`src/rtl/pcileech_com_pkg.sv`:
```
// Shared word-format constants and types for the host-to-FPGA receive path.
package pcileech_com_pkg;

    localparam logic [7:0] COM_MAGIC = 8'h77;

    typedef enum logic [1:0] {
        COM_TLP = 2'd0,
        COM_CFG = 2'd1,
        COM_LB  = 2'd2,
        COM_CMD = 2'd3
    } com_type_t;

    typedef struct packed {
        logic [31:0] data;
        logic        last;
        logic        err;
    } com_tlp_t;

    typedef enum logic [1:0] {
        IDLE    = 2'd0,
        FRAME   = 2'd1,
        DISCARD = 2'd2
    } tlp_fsm_t;

    function automatic logic [15:0] sat_inc(input logic [15:0] v);
        return (v == 16'hFFFF) ? v : v + 16'd1;
    endfunction

endpackage

```
`src/rtl/pcileech_sync_fifo_fwft.sv`:
```
// Small first-word-fall-through FIFO; a read on a full queue frees the slot for a same-cycle write.
module pcileech_sync_fifo_fwft #(
    parameter int WIDTH = 64,
    parameter int DEPTH = 8
) (
    input  logic                     clk,
    input  logic                     rst,
    input  logic                     i_wr_en,
    input  logic [WIDTH-1:0]         i_wr_data,
    input  logic                     i_rd_en,
    output logic [WIDTH-1:0]         o_rd_data,
    output logic                     o_valid,
    output logic [$clog2(DEPTH):0]   o_count
);

    localparam int AW = $clog2(DEPTH);
    localparam logic [AW:0] FULL_CNT = (AW+1)'(DEPTH);

    logic [WIDTH-1:0] r_mem [DEPTH];
    logic [AW-1:0]    r_wr_ptr;
    logic [AW-1:0]    r_rd_ptr;
    logic [AW:0]      r_count;
    logic             w_rd;
    logic             w_wr;

    assign w_rd = i_rd_en && (r_count != '0);
    assign w_wr = i_wr_en && ((r_count != FULL_CNT) || w_rd);

    always_ff @(posedge clk) begin
        if (w_wr) r_mem[r_wr_ptr] <= i_wr_data;
    end

    always_ff @(posedge clk) begin
        if (rst) begin
            r_wr_ptr <= '0;
            r_rd_ptr <= '0;
            r_count  <= '0;
        end else begin
            if (w_wr) r_wr_ptr <= r_wr_ptr + 1'b1;
            if (w_rd) r_rd_ptr <= r_rd_ptr + 1'b1;
            case ({w_wr, w_rd})
                2'b10:   r_count <= r_count + 1'b1;
                2'b01:   r_count <= r_count - 1'b1;
                default: r_count <= r_count;
            endcase
        end
    end

    // Data is forced to zero while empty so stale storage never shows on the outputs.
    assign o_valid   = (r_count != '0);
    assign o_rd_data = o_valid ? r_mem[r_rd_ptr] : '0;
    assign o_count   = r_count;

endmodule

```
`src/rtl/pcileech_com_rx_demux.sv`:
```
// Validates host words, routes them to TLP/CFG/LOOPBACK/CMD queues and reassembles TLP framing.
module pcileech_com_rx_demux
    import pcileech_com_pkg::*;
#(
    parameter int TLP_DEPTH  = 64,
    parameter int CTL_DEPTH  = 8,
    parameter int MAX_TLP_DW = 1024
) (
    input  logic        clk,
    input  logic        rst,
    input  logic [63:0] in_data,
    input  logic        in_valid,
    output logic [31:0] tlp_data,
    output logic        tlp_last,
    output logic        tlp_err,
    output logic        tlp_valid,
    input  logic        tlp_ready,
    output logic [63:0] cfg_data,
    output logic        cfg_valid,
    input  logic        cfg_ready,
    output logic [63:0] cmd_data,
    output logic        cmd_valid,
    input  logic        cmd_ready,
    output logic [63:0] lb_data,
    output logic        lb_valid,
    input  logic        lb_ready,
    output logic [15:0] cnt_badmagic,
    output logic [15:0] cnt_drop,
    output logic [15:0] cnt_abort
);

    localparam int TAW = $clog2(TLP_DEPTH);
    localparam int CAW = $clog2(CTL_DEPTH);
    localparam int DW  = $clog2(MAX_TLP_DW + 1);
    localparam logic [TAW:0]  TLP_DATA_LIMIT = (TAW+1)'(TLP_DEPTH - 1);
    localparam logic [CAW:0]  CTL_FULL       = (CAW+1)'(CTL_DEPTH);
    localparam logic [DW-1:0] DW_MAX         = DW'(MAX_TLP_DW);

    logic [63:0]   r_in_data;
    logic          r_in_valid;
    tlp_fsm_t      r_state;
    tlp_fsm_t      w_state_next;
    logic [DW-1:0] r_dwcnt;
    logic [DW-1:0] w_dwcnt_next;
    logic [DW-1:0] w_dwcnt_inc;
    logic [15:0]   r_cnt_badmagic;
    logic [15:0]   r_cnt_drop;
    logic [15:0]   r_cnt_abort;

    logic          w_magic_ok;
    logic          w_good;
    logic          w_last;
    logic          w_tlp_hit;
    logic          w_tlp_space;
    logic          w_tlp_wr;
    logic          w_tlp_rd;
    logic          w_tlp_drop;
    logic          w_tlp_abort;
    logic          w_tlp_valid;
    logic [TAW:0]  w_tlp_count;
    com_tlp_t      w_tlp_wdata;
    com_tlp_t      w_tlp_rdata;

    logic [2:0]    w_ctl_hit;
    logic [2:0]    w_ctl_wr;
    logic [2:0]    w_ctl_rd;
    logic [2:0]    w_ctl_valid;
    logic [2:0]    w_ctl_ready;
    logic          w_ctl_drop;
    logic [63:0]   w_ctl_data  [3];
    logic [CAW:0]  w_ctl_count [3];

    assign w_magic_ok  = (r_in_data[7:0] == COM_MAGIC);
    assign w_good      = r_in_valid && w_magic_ok;
    assign w_last      = r_in_data[10];
    assign w_tlp_hit   = w_good && (r_in_data[9:8] == COM_TLP);
    assign w_tlp_space = (w_tlp_count < TLP_DATA_LIMIT);
    assign w_dwcnt_inc = r_dwcnt + 1'b1;

    // Control queue gi carries word type gi+1: CFG, LOOPBACK, CMD.
    assign w_ctl_ready = {cmd_ready, lb_ready, cfg_ready};

    generate
        for (genvar gi = 0; gi < 3; gi++) begin : g_ctl
            assign w_ctl_hit[gi] = w_good && (r_in_data[9:8] == 2'(gi + 1));
            assign w_ctl_rd[gi]  = w_ctl_valid[gi] && w_ctl_ready[gi];
            assign w_ctl_wr[gi]  = w_ctl_hit[gi] && ((w_ctl_count[gi] != CTL_FULL) || w_ctl_rd[gi]);

            pcileech_sync_fifo_fwft #(
                .WIDTH (64),
                .DEPTH (CTL_DEPTH)
            ) u_ctl_fifo (
                .clk       (clk),
                .rst       (rst),
                .i_wr_en   (w_ctl_wr[gi]),
                .i_wr_data (r_in_data),
                .i_rd_en   (w_ctl_rd[gi]),
                .o_rd_data (w_ctl_data[gi]),
                .o_valid   (w_ctl_valid[gi]),
                .o_count   (w_ctl_count[gi])
            );
        end
    endgenerate

    assign w_ctl_drop = |(w_ctl_hit & ~w_ctl_wr);

    always_comb begin
        w_state_next = r_state;
        w_dwcnt_next = r_dwcnt;
        w_tlp_wr     = 1'b0;
        w_tlp_wdata  = '0;
        w_tlp_drop   = 1'b0;
        w_tlp_abort  = 1'b0;
        if (w_tlp_hit) begin
            case (r_state)
                IDLE: begin
                    if (w_tlp_space) begin
                        w_tlp_wr         = 1'b1;
                        w_tlp_wdata.data = r_in_data[63:32];
                        w_tlp_wdata.last = w_last;
                        if (!w_last) begin
                            w_state_next = FRAME;
                            w_dwcnt_next = DW'(1);
                        end
                    end else begin
                        w_tlp_drop = 1'b1;
                        if (!w_last) w_state_next = DISCARD;
                    end
                end
                FRAME: begin
                    if (w_tlp_space) begin
                        w_tlp_wr         = 1'b1;
                        w_tlp_wdata.data = r_in_data[63:32];
                        w_tlp_wdata.last = w_last;
                        w_dwcnt_next     = w_dwcnt_inc;
                        if (w_last) begin
                            w_state_next = IDLE;
                        end else if (w_dwcnt_inc == DW_MAX) begin
                            w_tlp_wdata.last = 1'b1;
                            w_tlp_wdata.err  = 1'b1;
                            w_tlp_abort      = 1'b1;
                            w_state_next     = DISCARD;
                        end
                    end else begin
                        // The reserved slot always holds the terminator, so the frame closes cleanly.
                        w_tlp_wr         = 1'b1;
                        w_tlp_wdata.last = 1'b1;
                        w_tlp_wdata.err  = 1'b1;
                        w_tlp_abort      = 1'b1;
                        w_tlp_drop       = 1'b1;
                        w_state_next     = w_last ? IDLE : DISCARD;
                    end
                end
                default: begin
                    w_tlp_drop = 1'b1;
                    if (w_last) w_state_next = IDLE;
                end
            endcase
        end
    end

    pcileech_sync_fifo_fwft #(
        .WIDTH ($bits(com_tlp_t)),
        .DEPTH (TLP_DEPTH)
    ) u_tlp_fifo (
        .clk       (clk),
        .rst       (rst),
        .i_wr_en   (w_tlp_wr),
        .i_wr_data (w_tlp_wdata),
        .i_rd_en   (w_tlp_rd),
        .o_rd_data (w_tlp_rdata),
        .o_valid   (w_tlp_valid),
        .o_count   (w_tlp_count)
    );

    assign w_tlp_rd = w_tlp_valid && tlp_ready;

    always_ff @(posedge clk) begin
        if (rst) begin
            r_in_data      <= '0;
            r_in_valid     <= 1'b0;
            r_state        <= IDLE;
            r_dwcnt        <= '0;
            r_cnt_badmagic <= '0;
            r_cnt_drop     <= '0;
            r_cnt_abort    <= '0;
        end else begin
            r_in_data  <= in_data;
            r_in_valid <= in_valid;
            r_state    <= w_state_next;
            r_dwcnt    <= w_dwcnt_next;
            if (r_in_valid && !w_magic_ok) r_cnt_badmagic <= sat_inc(r_cnt_badmagic);
            if (w_tlp_drop || w_ctl_drop)  r_cnt_drop     <= sat_inc(r_cnt_drop);
            if (w_tlp_abort)               r_cnt_abort    <= sat_inc(r_cnt_abort);
        end
    end

    assign tlp_valid    = w_tlp_valid;
    assign tlp_data     = w_tlp_rdata.data;
    assign tlp_last     = w_tlp_rdata.last;
    assign tlp_err      = w_tlp_rdata.err;
    assign cfg_data     = w_ctl_data[0];
    assign cfg_valid    = w_ctl_valid[0];
    assign lb_data      = w_ctl_data[1];
    assign lb_valid     = w_ctl_valid[1];
    assign cmd_data     = w_ctl_data[2];
    assign cmd_valid    = w_ctl_valid[2];
    assign cnt_badmagic = r_cnt_badmagic;
    assign cnt_drop     = r_cnt_drop;
    assign cnt_abort    = r_cnt_abort;

endmodule

```
`config.mk`:
```
export PLATFORM = sky130hd
export DESIGN_NAME = pcileech_com_rx_demux
export DESIGN_NICKNAME = d
export VERILOG_FILES = /design/src/rtl/pcileech_com_pkg.sv /design/src/rtl/pcileech_sync_fifo_fwft.sv /design/src/rtl/pcileech_com_rx_demux.sv
export SDC_FILE = /design/constraint.sdc
export NUM_CORES = 2
export LEC_CHECK = 0
export CAP_MARGIN = 20
export CORE_MARGIN = 4
export CORE_UTILIZATION = 44
export DETAILED_ROUTE_END_ITERATION = 8
export DONT_BUFFER_PORTS = 1
export GPL_TIMING_DRIVEN = 0
export PLACE_DENSITY = 0.68
export SLEW_MARGIN = 20
export SYNTH_ARGS = -nofsm -noshare
export SYNTH_HDL_FRONTEND = slang
export SYNTH_SLANG_ARGS = --single-unit
```
`constraint.sdc`:
```
create_clock -name clk -period 14.1 [get_ports clk]
set_input_delay 4.23 -clock clk [delete_from_list [all_inputs] [get_ports clk]]
set_output_delay 4.23 -clock clk [all_outputs]
set_load 0.01 [all_outputs]
```
After elaboration in Yosys (flattened, before gate mapping)

Memories as Yosys holds them, arrays and structs flattened. A register that Yosys moved wholly into a read port is not among the register bits.
Cells that the tools add are included.

Flip-flop bits (word level): 175
RAM bits: 3712
Input port bits: 71
Output and inout bits: 278
Word-level logic and storage cells: 179
Memories: 4

Add/subtract/negate cells: 20
Magnitude comparators: 1
Eq/ne operators: 25
Muxes and demuxes: 56
Bitwise logic cells: 5
Reduce and logical (&&, ||, !) cells: 49

Memory list:

| memory                    | depth | bits a word | read ports | clocked after Yosys merged registers in | wr ports | RTL line                      | RTL |
|---|---|---|---|---|---|---|---|
| u_tlp_fifo.r_mem          | 64    | 34          | 1          | 1                                       | 1        | pcileech_sync_fifo_fwft.sv:19 | `logic [WIDTH-1:0] r_mem [DEPTH];` |
| g_ctl[0].u_ctl_fifo.r_mem | 8     | 64          | 1          | 1                                       | 1        | pcileech_sync_fifo_fwft.sv:19 |  |
| g_ctl[1].u_ctl_fifo.r_mem | 8     | 64          | 1          | 1                                       | 1        | pcileech_sync_fifo_fwft.sv:19 |  |
| g_ctl[2].u_ctl_fifo.r_mem | 8     | 64          | 1          | 1                                       | 1        | pcileech_sync_fifo_fwft.sv:19 |  |

Operator list:

| cell                                             | count |
|---|---|
| 2-to-1 mux 64 bit                                | 3 |
| 2-to-1 mux 34 bit                                | 2 |
| case mux 33 bit (2 select lines)                 | 1 |
| adder 16 x 1 -> 16 bit, second input constant    | 3 |
| == test 16 bit, second input constant            | 3 |
| 2-to-1 mux 11 bit                                | 3 |
| 2-to-1 mux 33 bit                                | 1 |
| 2-to-1 mux 32 bit                                | 1 |
| case mux 4 bit (2 select lines)                  | 3 |
| 2-to-1 mux 2 bit                                 | 11 |
| case mux 11 bit (2 select lines)                 | 1 |
| logical AND 1 bit                                | 21 |
| 2-to-1 mux 1 bit                                 | 19 |
| adder 3 x 1 -> 3 bit, second input constant      | 6 |
| 2-to-1 mux 3 bit                                 | 6 |
| != test 4 bit, second input constant             | 4 |
| case mux 7 bit (2 select lines)                  | 1 |
| adder 4 x 1 -> 4 bit, second input constant      | 3 |
| adder 6 x 1 -> 6 bit, second input constant      | 2 |
| == test 2 x 1 -> 1 bit, second input constant    | 6 |
| == test 2 bit, second input constant             | 6 |
| 2-to-1 mux 6 bit                                 | 2 |
| nonzero test 4 bit                               | 3 |
| subtractor 4 x 1 -> 4 bit, second input constant | 3 |
| 24 further kinds                                 | 42 |

Longest topological paths before layout

Depth after elaboration: 9
Gate-level depth with buffers: 15
Gate-level depth less buffers: 13

By module

Synthesis repeated with hierarchy kept, for this count alone.

Cell total of the unflattened synthesis: 6857
Area, all modules: 150274.1 um^2

Modules (own cells, without submodules):

| module                                             | times used | cells an instance | area each (um^2) | seq. area each (um^2) |
|---|---|---|---|---|
| pcileech_sync_fifo_fwft at u_tlp_fifo              | 1          | 3548              | 84253.3          | 65843.1 |
| pcileech_sync_fifo_fwft at g_ctl[0].u_ctl_fifo ... | 3          | 894               | 20184.4          | 15635.0 |
| pcileech_com_rx_demux                              | 1          | 627               | 5467.7           | 2522.4 |

Worst setup path after synthesis

OpenSTA, ideal clock, no wires.

Path type: input to register
Start: in cfg_ready
End: mem g_ctl[0].u_ctl_fifo.r_mem[1][0], enable pin
Data arrival time: 11.574 ns
Required time: 13.433 ns
Slack: 1.859 ns
Stages: 5
Path buffers: 0
Path through: nand3b_1 nand2_1 nor3_1 inv_1 nor4b_1

Longest elaborated chain between the ends: 6
Elaborated cells on any way between the ends: 8

RTL lines:

| item                                                  | RTL line                                                   | RTL |
|---|---|---|
| start: declaration                                    | pcileech_com_rx_demux.sv:20                                | `input logic cfg_ready,` |
| logical AND 1 bit *                                   | pcileech_com_rx_demux.sv:86                                | `assign w_ctl_rd[gi] = w_ctl_valid[gi] && w_ctl_ready[gi];` |
| logical OR 1 bit or logical AND 1 bit (tied branches) | pcileech_com_rx_demux.sv:87, pcileech_sync_fifo_fwft.sv:26 |  |
| logical AND 1 bit or logical OR 1 bit (tied branches) | pcileech_com_rx_demux.sv:87, pcileech_sync_fifo_fwft.sv:27 |  |
| logical AND 1 bit *                                   | pcileech_sync_fifo_fwft.sv:27                              | `assign w_wr = i_wr_en && ((r_count != FULL_CNT) \|\| w_rd);` |
| 2-to-1 mux 1 bit *                                    | pcileech_sync_fifo_fwft.sv:30                              | `if (w_wr) r_mem[r_wr_ptr] <= i_wr_data;` |
| 2-to-1 mux 1 bit (implied by the code) *              | pcileech_sync_fifo_fwft.sv:30                              |  |
| end: declaration                                      | pcileech_sync_fifo_fwft.sv:19                              |  |

Mark *: on every way between the ends. The rest lies on a longest branch, timed or not.

==> impl_metrics.yaml <==
worst_setup_path:
  worstPathCellList: "clkbuf_1 -> clkbuf_2 -> clkbuf_2 -> buf_1 -> mux4_2 -> mux4_2 -> mux2i_1 -> o22ai_1"
  start_kind: "register"
  worstSetupPathType: "register to output port"
  path_buf_inv: 4
  slowest_delay_ns: 0.86
  crit_slowest_cell: "buf_1"
  worstPathRequired_ns: 9.87
  crit_fanout: 11
  crit_path_end_kind: "output port"
  critPathTopFamily: "buffers and inverters"
  worst_ep_arrival_time_ns: 5.75
yosys:
  syn_inst: 6563
  async_flop_share_pct: 0
  synth.avg_cell_area_um2: 22.65
  synth_area_leader_cell: "edfxtp_1"
  syn_area_um2: 148700
  synth_cell_types: 60
  synth-seq-cells: 3902
  synth_ff_type: "edfxtp_1"
  synth.top_cells.by_area: "edfxtp_1 75%, mux4_2 16%, dfxtp_1 2.6%, mux2i_1 1.8%, nor2_1 0.94%"
  synth.top_cell.area_share_pct: 74.97
  synth_edf_count: 3712
  yosysWarnings: 0
  yosysSeqAreaShare_pct: 77.53
  synth_nets: 6664
drt:
  vias: 73040
  drt_iter0_markers: 10950
  first_pass_iters: 5
  wirelength_um: 398800
  postRouteAntennaNets: 0
  drcViolationCount: 0
  wire_per_inst_um: 32.83
  viasPerCell: 6.013
placement:
  place_congestion: 0.8601
  dp.cells: 11420
  dp_hpwl_um: 266900
  io_buffer_count: 0
sta:
  finClkSkew_ns: 0.06190
  slew_violations: 0
  min_period_over_period_pct: 70.74
  worst_pin_slew_ns: 1.243
  setup_viol: 0
  rsz0062_at_grt: "false"
  slew_headroom_pct: 17.13
  min_period_ns: 9.975
  whs_ns: 0.5093
  timing_hold_violations_final: 0
  clock.fmax_ghz: 0.1003
global_routing:
  grt_max_degree: 66
  grt_pass1_vias: 73330
  grt_pass1_wl_um: 561600
  grt_use_total_pct: 22.64
  antenna_found_initial: 20
  gr-total-overflow: 0
clock_network:
  hold_buffers: 0
  postCtsSetupBuffers: 0
  cts_resized: 0
  cts_inserted_buffers: 384
  clk_pin_slew_ns: 0.07
  clockBufferDepth: 4
  cts_root_buf: "clkbuf_16"
  cts_tree: "done"
  htree_levels: 5
  clk_latency_ns: 0.95
  cts.sinks: 3902
power:
  p_per_area_nw_per_um2: 140.7
  peakVddDrop_v: 0.0001185
  leakage_nw: 59.08
floorplan:
  die_h_um: 589.3
  fp.dieArea_um2: 347300
  start_util_pct: 44.17
  rows: 213
  core_um2: 336600
  die_w_um: 589.3
  ios: 349
cells_and_area:
  areaGrowthSynthToFinish_pct: 16.25
  nFillCells: 25400
  layout-drive-gt1-share_pct: 28.94
  fin_nets: 7396
  layout_common_cells: "3712 x edfxtp_1, 1064 x mux4_2, 392 x clkbuf_16, 301 x nor2_1, 274 x clkbuf_1"
  layout_commonest_cell: "edfxtp_1"
  final_cells: 12150
min_path:
  hp-class: "register to register"
job:
  drv_cap: 0
outcome:
  outcome: "complete, no violations"
synth_stat cells (all sizes together) (10+ instances only):
cell type / number
nor2: 373
a211oi: 10
nand2: 59
dfxtp: 190
xor2: 27
nand3: 22
ha: 26
clkbuf: 217
a21oi: 53
nand2b: 10
mux4: 1065
nor3: 30
nand3b: 12
buf: 124
o22ai: 34
or3: 22
o21ai: 28
and2: 38
nor2b: 69
nand4: 17
inv: 36
xnor2: 38
edfxtp: 3712
mux2i: 272
sequential cells by signal, indices dropped and copies added (netlist names), named ones only:
register,flops
g_ctl.u_ctl_fifo.r_wr_ptr,9
g_ctl.u_ctl_fifo.o_count,12
r_in_data,64
r_state,2
g_ctl.u_ctl_fifo.r_rd_ptr,9
r_dwcnt,11
u_tlp_fifo.r_rd_ptr,6
cnt_abort,16
cnt_badmagic,16
u_tlp_fifo.r_wr_ptr,6
cnt_drop,16
r_in_valid,1
u_tlp_fifo.o_count,7
u_tlp_fifo.r_mem,2176
g_ctl.u_ctl_fifo.r_mem,1536
cell type report:
cell class | instances | area (µm²) | share of cell area [%]
flip-flops and latches | 3902 | 115300 | 66.71
multi-input cells | 2284 | 32700 | 18.92
clock buffers | 506 | 10380 | 6.004
well taps | 4515 | 5649 | 3.268
repair buffers | 346 | 5346 | 3.093
clock inverters | 203 | 1913 | 1.107
plain buffers | 341 | 1381 | 0.7992
inverters | 36 | 135.1 | 0.07818
diodes | 14 | 35.03 | 0.02027
where the power goes:
group,internal (mW),switching (mW)
sequential,12.6,0.0967
combinational,0.541,1.03
clock,5.71,4.34
layer usage:
layer  track usage, %  wire, µm  part of all wire [%]  vias up
met4            8.091     15960                   4.0        6
met3            6.538     47050                    12      759
met2            35.55    189300                    47     4455
met5                0        31                0.0078        -
met1            30.42    146400                    37    38810
li1                 -         -                     -    29000
cell families after synthesis:
| logic type | count (synthesis) | synth area share (%) |
|---|---|---|
| fa+ha+maj | 30 | 0.2727 |
| simple gates | 693 | 2.208 |
| mux | 1338 | 17.97 |
| buf+inv | 377 | 0.9585 |
| xor+xnor | 65 | 0.3829 |
| compound gates | 158 | 0.6716 |
| flops | 3902 | 77.53 |
metrics by stage:
stage	TNS (ns)	power, mW	instance area (µm²)	utilization (%)	worst slack [ns]
floorplan	0	13.85	148700	-	1.859
global placement	-2483.86	14.44	154300	45.85	-6.218
detailed placement	0	14.46	160400	47.66	4.744
CTS	0	24.40	172700	51.31	3.660
global route	0	25.03	172800	51.34	3.961
finish	0	24.31	172800	51.35	4.125
final timing paths:
check / start / endpoint / slack (ns) / cells after the start
min reg2reg: g_ctl[2].u_ctl_fifo.r_wr_ptr[0]$_SDFFE_PP0P_ / g_ctl[2].u_ctl_fifo.r_wr_ptr[0]$_SDFFE_PP0P_ / 0.51 / 2
max reg2reg: r_in_data[4]$_SDFF_PP0_ / g_ctl[0].u_ctl_fifo.r_mem[1][39]$_DFFE_PP_ / 8.56 / 13
min: g_ctl[2].u_ctl_fifo.r_wr_ptr[0]$_SDFFE_PP0P_ / g_ctl[2].u_ctl_fifo.r_wr_ptr[0]$_SDFFE_PP0P_ / 0.51 / 2
max: register / tlp_last / 4.12 / 8
worst register-to-register path, stage by stage (launching register included):
cell      delay [ns]
dfxtp_1         1.00
nand4b_1        0.36
nor2_1          0.21
nand2_1         0.26
nor3_1          0.74
inv_1           0.33
nor4b_2         0.67
buf_2           0.33
buf_2           0.24
buf_2           0.23
buf_2           0.18
buf_2           0.22
buf_2           0.26
buf_4           0.21
Power figures use the tool's default switching activity.
